**src/rtl/bt_operand_loader_if.sv**
```systemverilog
// Operand-loader bus: trit entry controls in, committed/staged words out.
interface bt_operand_loader_if #(
    parameter int NTRITS = 4
);
    localparam int SW = $clog2(NTRITS + 1);

    logic [1:0]          trit_in;
    logic                trit_stb;
    logic                clr;
    logic [2*NTRITS-1:0] calc_word;
    logic                word_valid;
    logic [2*NTRITS-1:0] stage_word;
    logic [SW-1:0]       slot;
    logic                err;

    // Trit source / operator side.
    modport master (
        output trit_in, trit_stb, clr,
        input  calc_word, word_valid, stage_word, slot, err
    );

    // Loader side.
    modport slave (
        input  trit_in, trit_stb, clr,
        output calc_word, word_valid, stage_word, slot, err
    );
endinterface

```
**src/rtl/bt_operand_loader.sv**
```systemverilog
// Balanced-ternary operand loader: synchronizes a slow trit strobe, stages
// trits slot by slot and publishes the packed word only once complete.

// One staging slot. A write beats a wipe so a new entry can clear the
// stage and drop its first trit into slot 0 on the same edge.
module bt_operand_slot (
    input  logic       clk,
    input  logic       rst,
    input  logic       wr,
    input  logic       wipe,
    input  logic [1:0] din,
    output logic [1:0] q,
    output logic [1:0] nxt
);
    // Next slot value: write, wipe to ternary zero, or hold.
    always_comb begin
        nxt = q;
        if (wr)
            nxt = din;
        else if (wipe)
            nxt = 2'b11;
    end

    // Slot register, resets to ternary zero.
    always_ff @(posedge clk or posedge rst) begin
        if (rst)
            q <= 2'b11;
        else
            q <= nxt;
    end
endmodule

module bt_operand_loader #(
    parameter int NTRITS      = 4,
    parameter int SYNC_STAGES = 2
) (
    input logic                 clk,
    input logic                 rst,
    bt_operand_loader_if.slave  bus
);
    localparam int SW = $clog2(NTRITS + 1);
    localparam logic [2*NTRITS-1:0] ZERO_WORD = {NTRITS{2'b11}};

    // stb_pipe[SYNC_STAGES-1:0] are the synchronizer, [SYNC_STAGES] is the
    // edge-detect delay flop.
    logic [SYNC_STAGES:0]          stb_pipe;
    logic [SYNC_STAGES-1:0][1:0]   trit_pipe;

    logic [NTRITS-1:0][1:0] stage_q;
    logic [NTRITS-1:0][1:0] stage_nxt;
    logic [NTRITS-1:0]      wr;
    logic [2*NTRITS-1:0]    calc_q;
    logic                   valid_q;
    logic [SW-1:0]          slot_q;
    logic                   err_q;

    logic [1:0] code;
    logic       accept;
    logic       legal;
    logic       illegal;
    logic       reentry;
    logic       last;
    logic       wipe;

    // Synchronize strobe and trit code; the trit is read from the same
    // depth as the strobe so it lines up with the accept pulse.
    always_ff @(posedge clk or posedge rst) begin
        if (rst) begin
            stb_pipe  <= '0;
            trit_pipe <= '0;
        end else begin
            stb_pipe  <= {stb_pipe[SYNC_STAGES-1:0], bus.trit_stb};
            trit_pipe <= {trit_pipe[SYNC_STAGES-2:0], bus.trit_in};
        end
    end

    // clr overrides any coincident accept.
    assign code    = trit_pipe[SYNC_STAGES-1];
    assign accept  = stb_pipe[SYNC_STAGES-1] & ~stb_pipe[SYNC_STAGES] & ~bus.clr;
    assign legal   = accept & (code != 2'b00);
    assign illegal = accept & (code == 2'b00);
    assign reentry = valid_q & (slot_q == '0);
    assign last    = (slot_q == SW'(NTRITS - 1));
    assign wipe    = bus.clr | (legal & reentry);

    for (genvar k = 0; k < NTRITS; k++) begin : g_slot
        assign wr[k] = legal & (slot_q == SW'(k));
        bt_operand_slot u_slot (
            .clk  (clk),
            .rst  (rst),
            .wr   (wr[k]),
            .wipe (wipe),
            .din  (code),
            .q    (stage_q[k]),
            .nxt  (stage_nxt[k])
        );
    end

    // Slot pointer, commit of a completed entry, and sticky error flag.
    always_ff @(posedge clk or posedge rst) begin
        if (rst) begin
            slot_q  <= '0;
            calc_q  <= ZERO_WORD;
            valid_q <= 1'b0;
            err_q   <= 1'b0;
        end else if (bus.clr) begin
            slot_q <= '0;
            err_q  <= 1'b0;
        end else if (illegal) begin
            err_q <= 1'b1;
        end else if (legal) begin
            if (last) begin
                slot_q  <= '0;
                calc_q  <= stage_nxt;
                valid_q <= 1'b1;
            end else begin
                slot_q <= slot_q + SW'(1);
            end
        end
    end

    assign bus.stage_word = stage_q;
    assign bus.calc_word  = calc_q;
    assign bus.word_valid = valid_q;
    assign bus.slot       = slot_q;
    assign bus.err        = err_q;
endmodule

```
**src/flat_wrapper.sv**
```systemverilog
// flat-port wrapper written by rule: the top's interface ports become plain ports
module bt_operand_loader_flat 
#(
    parameter int NTRITS      = 4,
    parameter int SYNC_STAGES = 2
)
  (clk, rst, bus_trit_in, bus_trit_stb, bus_clr, bus_calc_word, bus_word_valid, bus_stage_word, bus_slot, bus_err);
  bt_operand_loader_if #(.NTRITS(NTRITS)) bus_i ();
  input logic clk;
  input logic rst;
  input wire logic [$bits(bus_i.trit_in)-1:0] bus_trit_in;
  input wire logic [$bits(bus_i.trit_stb)-1:0] bus_trit_stb;
  input wire logic [$bits(bus_i.clr)-1:0] bus_clr;
  output wire logic [$bits(bus_i.calc_word)-1:0] bus_calc_word;
  output wire logic [$bits(bus_i.word_valid)-1:0] bus_word_valid;
  output wire logic [$bits(bus_i.stage_word)-1:0] bus_stage_word;
  output wire logic [$bits(bus_i.slot)-1:0] bus_slot;
  output wire logic [$bits(bus_i.err)-1:0] bus_err;
  assign bus_i.trit_in = bus_trit_in;
  assign bus_i.trit_stb = bus_trit_stb;
  assign bus_i.clr = bus_clr;
  assign bus_calc_word = bus_i.calc_word;
  assign bus_word_valid = bus_i.word_valid;
  assign bus_stage_word = bus_i.stage_word;
  assign bus_slot = bus_i.slot;
  assign bus_err = bus_i.err;
  bt_operand_loader #(.NTRITS(NTRITS), .SYNC_STAGES(SYNC_STAGES)) u_core (.clk(clk), .rst(rst), .bus(bus_i));
endmodule
```
**config.mk**
```make
export PLATFORM = sky130hd
export DESIGN_NAME = bt_operand_loader_flat
export DESIGN_NICKNAME = d
export VERILOG_FILES = /design/src/rtl/bt_operand_loader_if.sv /design/src/rtl/bt_operand_loader.sv /design/src/flat_wrapper.sv
export SDC_FILE = /design/constraint.sdc
export NUM_CORES = 1
export LEC_CHECK = 0
export ABC_CLOCK_PERIOD_IN_PS = 2000
export BUFFER_PORTS_ARGS = -buffer_cell sky130_fd_sc_hd__buf_2
export CORE_MARGIN = 2
export CORE_UTILIZATION = 25
export DETAILED_ROUTE_END_ITERATION = 7
export GPL_TIMING_DRIVEN = 0
export PLACE_DENSITY = 0.49
export REMOVE_ABC_BUFFERS = 1
export SLEW_MARGIN = 25
export SYNTH_ARGS = -nofsm -noshare
export SYNTH_HDL_FRONTEND = slang
export SYNTH_HIERARCHICAL = 1
export SYNTH_SLANG_ARGS = --single-unit
```
**constraint.sdc**
```tcl
create_clock -name clk -period 2 [get_ports clk]
set_clock_uncertainty 0.2 [all_clocks]
set_input_delay 0.2 -clock clk [delete_from_list [all_inputs] [get_ports clk]]
set_output_delay 0.2 -clock clk [all_outputs]
set_load 0.005 [all_outputs]
```
Word level (Yosys, flattened, before mapping)
Index checks and enable logic that the tools add are counted.
{"block": "totals", "regBits": 28, "latch_bits": 0, "mem_bits_rw": 0, "rom_bits": 0, "output_inout_bits": 21, "wordCells": 51, "mem_count": 0}
{"block": "op_classes", "n_addsub": 1, "n_mul": 0, "div": 0, "order_cmp": 0, "n_eq_ne": 4, "shift": 0, "n_mux": 14, "bitwise": 14, "n_reduce_logical": 7}
{"op": "two-way mux 2 bit", "count": 8}
{"op": "two-way mux 3 bit", "count": 4}
{"op": "bitwise AND 1 bit", "count": 10}
{"op": "equality test 3 x 2 -> 1 bit, second input constant", "count": 2}
{"op": "nonzero test 2 bit", "count": 3}
{"op": "AND reduction 4 bit", "count": 1}
{"op": "adder 3 x 1 -> 3 bit, second input constant", "count": 1}
{"op": "equality test 3 x 1 -> 1 bit, second input constant", "count": 1}
{"op": "logical NOT 3 bit", "count": 1}
{"op": "NOT 1 bit", "count": 3}
{"op": "logical NOT 2 bit", "count": 1}
{"op": "two-way mux 1 bit", "count": 2}
{"op": "inequality test 2 bit, second input constant", "count": 1}
{"op": "AND reduction 2 bit", "count": 1}
{"op": "bitwise OR 1 bit", "count": 1}

Logic depth before layout (Yosys ltp)
Gate-level depths: netlist of run 1.
{"block": "depth", "word_depth": 8, "depth_mapped": 6}

Cells and area by module
The synthesis of run 1 kept the hierarchy.
{"mod": "bt_operand_loader", "instances": 1, "cells_each": 58, "area_each_um2": 823.3, "seq_area_each_um2": 510.5}
{"mod": "bt_operand_slot", "instances": 4, "cells_each": 9, "area_each_um2": 81.3, "seq_area_each_um2": 52.6}

Worst setup path after synthesis of run 1
OpenSTA, ideal clock, no wires.
{"block": "synth_path", "kind": "register -> register", "start": "register u_core.trit_pipe (netlist bit u_core/code[1])", "end": "register u_core.calc_q[6], in the netlist u_core/bus.calc_word[6]", "setup_ns": 0.082, "arrival_time_ns": 1.619, "required_ns": 1.718, "setup_slack_ns": 0.099, "path_stages_with_launch": 7, "synth_period_minus_slack_ns": 1.901, "path_cell_list": "dfrtp_1 nor2_1 nor3_1 a31o_2 nor2_1 o21ai_1 mux2_2"}
{"element": "start, declared", "line_no": "bt_operand_loader.sv:47", "rtl": "logic [SYNC_STAGES-1:0][1:0] trit_pipe;"}
{"element": "start signal, assigned", "line_no": "bt_operand_loader.sv:73", "rtl": "trit_pipe <= {trit_pipe[SYNC_STAGES-2:0], bus.trit_in};"}
{"element": "end signal, assigned", "line_no": "bt_operand_loader.sv:114", "rtl": "calc_q <= stage_nxt;"}
{"element": "end, declared", "line_no": "bt_operand_loader.sv:52", "rtl": "logic [2*NTRITS-1:0] calc_q;"}

==> results of run 1 <==
## Yosys cell counts (2+ instances only)
master	number	share of area
dfrtp_1	12	0.26
and3b_1	3	0.023
a21oi_1	4	0.017
nand2b_1	3	0.016
mux2_2	8	0.078
o21ai_1	8	0.035
dfstp_2	16	0.37
nand2_1	8	0.026
o21ai_0	2	0.0087
ha_1	4	0.044
inv_1	7	0.023
nor2_1	11	0.036
## sequential cells by signal (all words and copies together) (netlist names)
| signal | flops |
|---|---|
| u_core/stb_pipe | 3 |
| u_core/g_slot.u_slot/q | 8 |
| u_core/bus.slot | 3 |
| u_core/trit_pipe | 2 |
| u_core/bus.word_valid | 1 |
| u_core/bus.calc_word | 8 |
| u_core/bus.err | 1 |
| u_core/code | 2 |
## power by group through the flow
stage	registers, uW	logic (uW)	clock network (uW)
6_report	618	95.2	302
2_1_floorplan	626	42.3	0
5_1_grt	623	108	341
3_3_place_gp	627	79.0	0
3_5_place_dp	628	81.2	0
4_1_cts	619	89.3	323
## placed cells by master, fill, tap and decap left out
cell,netlist,routed
buf_2,0,26
dfstp_2,16,16
inv_1,7,7
a31o_2,1,1
nand4b_1,1,1
and3b_1,3,3
clkinv_1,0,1
o21ai_0,2,2
nor3_4,0,1
nor4_4,1,1
nand2_1,8,8
dlygate4sd3_1,0,5
dfrtp_2,0,3
nor2_1,11,10
nor2_4,0,1
buf_4,1,6
and2b_2,1,1
clkbuf_8,0,3
o21ai_1,8,8
dfrtp_1,12,9
o2111ai_1,1,1
mux2_2,8,8
a21oi_1,4,4
or2_2,1,1
nand2b_1,3,3
ha_1,4,4
## layout make-up
type / count / area [sq um] / share of cell area
well taps: 52 / 65.1 / 0.0434
flip-flops and latches: 28 / 724 / 0.483
multi-input cells: 58 / 413 / 0.275
inverters: 7 / 26.3 / 0.0175
clock inverters: 1 / 3.75 / 0.00250
repair buffers: 37 / 225 / 0.150
clock buffers: 3 / 41.3 / 0.0275
## worst paths after layout
path | cells past startpoint | from | slack, ps | end
max | 6 | u_core/bus.slot[0] | 100 | u_core/bus.calc_word[7]
min | 0 | u_core/stb_pipe[0] | 160 | u_core/stb_pipe[1]
max reg2reg | 6 | u_core/bus.slot[0] | 100 | u_core/bus.calc_word[7]
min reg2reg | 0 | u_core/stb_pipe[0] | 160 | u_core/stb_pipe[1]
max in group asynchronous | 3 | rst | 620 | u_core/code[1]
min in group asynchronous | 3 | rst | 330 | u_core/g_slot[1].u_slot/q[1]
## metrics by stage
step	setup slack (ps)	cell area, sq um	cells	TNS [ps]
floorplan	98.5	1140	93	0
global placement	-160	1340	171	-1080
detailed placement	-199	1340	171	-1360
CTS	18.3	1450	182	0
global route	5.18	1500	186	0
finish	100	1500	186	0
## logic make-up after synthesis
group	count (synthesis)	share of synthesized area
fa+ha+maj	4	0.0436
flops	28	0.627
buf+inv	8	0.0294
compound gates	16	0.0763
mux	8	0.0784
simple gates	30	0.145
## critical path, stage by stage, from the launching register on
cell	delay, ps
dfrtp_2	410
ha_1	180
nand2b_1	130
nor4_4	330
buf_4	210
o21ai_1	100
mux2_2	270
## metal layers
| layer | wire [um] | track usage | share of wire | vias to the layer above |
|---|---|---|---|---|
| li1 | - | - | - | 392 |
| met1 | 992 | 0.113 | 0.42 | 394 |
| met2 | 1200 | 0.173 | 0.51 | 16 |
| met3 | 101 | 0.0281 | 0.043 | 6 |
| met4 | 49 | 0.0545 | 0.021 | 0 |
| met5 | 0 | 0 | 0 | - |
## what timing repair did
item                                   in CTS  in global routing
resized for setup                           2                  5
endpoints found under the hold margin      25                  0
pin swaps                                   1                  1
setup endpoints to repair                   8                 15
hold buffers                                5                  0
buffers inserted                            2                  4
==> impl_metrics.tcl, run 1 <==
set metrics [dict create \
    grt_pass1_wl_um 4030 \
    core_area_sq_um 4380 \
    dr_total_vias 808 \
    die-width_um 71.8 \
    yosysUniqueCellTypes 20 \
    period_share 0.950 \
    fillers 450 \
    overflow 0 \
    hold_violations 0 \
    dr.pass1.iters 4 \
    dieHeight_um 71.8 \
    rsz0062_at_grt "no" \
    cts_root_buffer "clkbuf_8" \
    clk_latency_ps 270 \
    routed_wl_um 2340 \
    numClockSinks 28 \
    syn_to_final_growth_pct 30.5 \
    ant_nets 0 \
    drive_above_1_share 0.507 \
    numCtsBuffers 3 \
    start_kind "register" \
    power.density_nw_per_um2 678 \
    internal-power_uw 786 \
    cap_violations 0 \
    avgSynthCellArea_sq_um 12.2 \
    crit_type "register to register" \
    fmax_mhz 526 \
    fin_crit_ps 1900 \
    worstPathArrival_ps 1900 \
    p_total_uw 1020 \
    h-tree-depth 1 \
    ys_seq_elements 28 \
    hold_ws_ps 155 \
    ir_drop_mv 0.256 \
    synth_edf_count 0 \
    synth_cells 94 \
    avgRoutedWirePerCell_um 12.6 \
    start_util 0.262 \
    viasPerCell 4.34 \
    cts_tree "done" \
    drt_iter0_markers 34 \
    p_clk_frac 0.298 \
    grt_max_degree 21 \
    hold_class "register to register" \
    ys_warn_count 6 \
    portBuffers 26 \
    clockBufferDepth 2 \
    pwr-share-seq 0.609 \
    synth_flop_cell "dfstp_2" \
    ys_seq_area_frac 0.627 \
    relSlewSlack 0.489 \
    endpoint_kind "register" \
    cp.required_ps 2010 \
    p_switching_uw 231 \
    crit_fanout 9 \
    swShare 0.227 \
    num_antenna_cells 0 \
    setup_viol 0 \
    ios 27 \
    grt_pass1_vias 876 \
    drc_errors 0 \
    p_comb_frac 0.094 \
    post-dp-hpwl_um 1650 \
    leakage_uw 0.000671 \
    slew_viol_final 0 \
    utilization 0.342 \
    dieArea_sq_um 5150 \
    nNetsFinal 145 \
    synth_area_sq_um 1150 \
    grt_util_all_layers 0.101 \
    tightest_slew_ps 766 \
    antenna_found_initial 0 \
    status "finished clean" \
    async_flop_share 1.00 \
    gp_congestion 0.741 \
    rows 24 \
    cts.reportedPaths.clkPinSlew_ps 90 \
]
(Power assumes the default switching activity.)
==> run 2: changes to the inputs <==
--- a/config.mk
+++ b/config.mk
@@ -5,13 +5,14 @@
 export SDC_FILE = /design/constraint.sdc
 export NUM_CORES = 1
 export LEC_CHECK = 0
+export ABC_AREA = 1
 export ABC_CLOCK_PERIOD_IN_PS = 2000
 export BUFFER_PORTS_ARGS = -buffer_cell sky130_fd_sc_hd__buf_2
 export CORE_MARGIN = 2
 export CORE_UTILIZATION = 25
 export DETAILED_ROUTE_END_ITERATION = 7
 export GPL_TIMING_DRIVEN = 0
-export PLACE_DENSITY = 0.49
+export PLACE_DENSITY = 0.48
 export REMOVE_ABC_BUFFERS = 1
 export SLEW_MARGIN = 25
 export SYNTH_ARGS = -nofsm -noshare
==> impl_metrics.tcl, run 2 <==
set metrics [dict create \
    status "finished clean" \
    tightest_slew_ps 751 \
    start_util 0.262 \
    hold_violations 0 \
    yosysUniqueCellTypes 19 \
    synth_area_leaders "dfstp_2 (34%), dfrtp_1 (24%), nand2_1 (14%)" \
    die-width_um 74.6 \
    grt_pass1_wl_um 4610 \
    grt_max_degree 21 \
    cap_violations 0 \
    crit_path_end "u_core/bus.calc_word[6]" \
    nNetsFinal 181 \
    critPathSlowestCell "dfrtp_2" \
    dieHeight_um 74.6 \
    drc_errors 0 \
    grt_util_all_layers 0.108 \
    dp_slack_ps -133 \
    cp.required_ps 2020 \
    internal-power_uw 796 \
    multi_input_area_sq_um 459 \
    dr_total_vias 957 \
    synth_cells 133 \
    routed_wl_um 2720 \
    crit_chain "ha_1, nand2_1, inv_4, nand3_4, inv_1, inv_1, o21ai_0, nand2_1, nand4_1, nand2_1" \
    p_switching_uw 265 \
    dp_cells 225 \
    dieArea_sq_um 5560 \
    regToRegStartpoint "u_core/bus.slot[0]" \
    synth_flop_cell "dfstp_2" \
    numClockSinks 28 \
    startpoint "u_core/bus.slot[0]" \
    cts.reportedPaths.clkPinSlew_ps 90 \
    ys_top_cells_by_count "nand2_1 (45), dfstp_2 (16), inv_1 (16)" \
    rows 25 \
    cts_root_buffer "clkbuf_8" \
    drt_iter0_markers 26 \
    setup_ws_ps 146 \
    worstPathArrival_ps 1870 \
    cts_tree "done" \
    gp_congestion 0.771 \
    synth_edf_count 0 \
    avgRoutedWirePerCell_um 11.5 \
    crit_fanout 10 \
    p_total_uw 1060 \
    num_antenna_cells 0 \
    slew_viol_final 0 \
    endpoint_kind "register" \
    grt_pass1_vias 990 \
    r2r_cells 10 \
    setup_viol 0 \
    yosysMostFrequentCell "nand2_1" \
    start_kind "register" \
    rr_endpoint "u_core/bus.calc_word[6]" \
    core_area_sq_um 4750 \
    crit_type "register to register" \
    power.density_nw_per_um2 666 \
    hold_class "input pin to register" \
    fmax_mhz 539 \
    pwr-share-seq 0.591 \
    layout_commonest_cell "nand2_1" \
    ys_warn_count 6 \
    antenna_found_initial 0 \
    dr.pass1.iters 4 \
    fin_crit_ps 1850 \
    p_clk_frac 0.288 \
    final_area_sq_um 1590 \
    ant_nets 0 \
    relSlewSlack 0.499 \
    ir_drop_mv 0.378 \
    h-tree-depth 1 \
    numCtsBuffers 3 \
    drive_above_1_share 0.382 \
    portBuffers 26 \
    cpMostUsedCell "nand2_1" \
    holdPathStages 4 \
    post-dp-hpwl_um 1950 \
    leakage_uw 0.000762 \
    ys_seq_area_frac 0.579 \
    ys_seq_elements 28 \
    avgSynthCellArea_sq_um 9.36 \
    yosys.area.top_type "dfstp_2" \
    viasPerCell 4.04 \
    period_share 0.927 \
    swShare 0.249 \
    async_flop_share 1.00 \
    final_cell_mix "nand2_1 (45), buf_2 (26), dfstp_2 (16), inv_1 (15), o21ai_0 (10)" \
    clockBufferDepth 2 \
    seqCellArea_sq_um 724 \
    rrSetupSlack_ps 150 \
    synth_top_area_share 0.338 \
    synth_area_sq_um 1240 \
    syn_to_final_growth_pct 28.0 \
    ios 27 \
    p_comb_frac 0.121 \
    fillers 511 \
    clk_latency_ps 270 \
    stdcell_count 237 \
    max_stage_delay_ps 450 \
    overflow 0 \
    place_area_sq_um 1450 \
]
run 2: cell types whose count changed in the layout (fill, tap and decap cells not counted), sizes merged, moves of 4 or more:
| cell | previous run | this run |
|---|---|---|
| nand2 | 8 | 47 |
| inv | 7 | 19 |
| mux2 | 8 | 0 |
| nand4 | 0 | 8 |
| nand3 | 0 | 5 |
| a21oi | 4 | 0 |
run 2: final cells by class:
cell class                 instances  area share
inverter                          20      0.0510
sequential                        28       0.454
timing repair buffer              34       0.126
tap                               67      0.0526
clock buffer                       3      0.0259
multi-input combinational         84       0.288
clock inverter                     1     0.00235
run 2: cells by family (layout without fill, tap and decap cells):
kind of cell               after synthesis  count (layout)  synth area share
adders and majority gates                4               4            0.0402
buffers and inverters                   21              58            0.0693
DFF                                     28              28             0.579
and+or+nand+nor                         69              69             0.267
AOI/OAI and AO/OA                       11              11            0.0442
run 2: worst min path at each step:
stage	from	to	slack (ps)
2_1_floorplan	rst	u_core/g_slot[0].u_slot/q[0]	-90
3_3_place_gp	rst	u_core/g_slot[3].u_slot/q[0]	70
3_5_place_dp	rst	u_core/g_slot[1].u_slot/q[1]	70
4_1_cts	bus_clr	u_core/bus.slot[2]	90
5_1_grt	bus_clr	u_core/bus.slot[2]	110
6_report	bus_clr	u_core/bus.slot[2]	90
run 2: power groups by stage:
stage          clock network [uW]  registers [uW]  logic [uW]
3_5_place_dp                    0             636         111
2_1_floorplan                   0             635        62.9
5_1_grt                       348             632         146
6_report                      305             627         129
3_3_place_gp                    0             635         108
4_1_cts                       321             626         120
run 2: timing repair:
item	CTS	global route
pin swaps	0	1
endpoints found under the hold margin	23	0
hold buffers	4	0
resized for setup	2	7
buffers inserted	0	4
setup endpoints to repair	8	11
run 2: worst max-delay path, delay by kind of cell (launching register included):
kind,cells,cell delay [ps]
compound gates,1,70
fa+ha+maj,1,230
buf+inv,3,250
flops,1,450
simple gates,5,600
run 2: metal layers:
layer,vias to the layer above,global-route usage,part of all wire
li1,495,-,-
met4,0,0.0417,0.0059
met2,12,0.167,0.47
met3,2,0.0217,0.039
met1,448,0.149,0.48
met5,-,0,0
run 2: metrics by stage:
stage / TNS (ps) / util / hold WS [ps]
global route: -3.68 / 0.335 / 108
floorplan: 0 / - / -88.5
detailed placement: -866 / 0.304 / 68.4
finish: 0 / 0.335 / 94.8
CTS: 0 / 0.324 / 86.1
global placement: -701 / 0.304 / 68.0
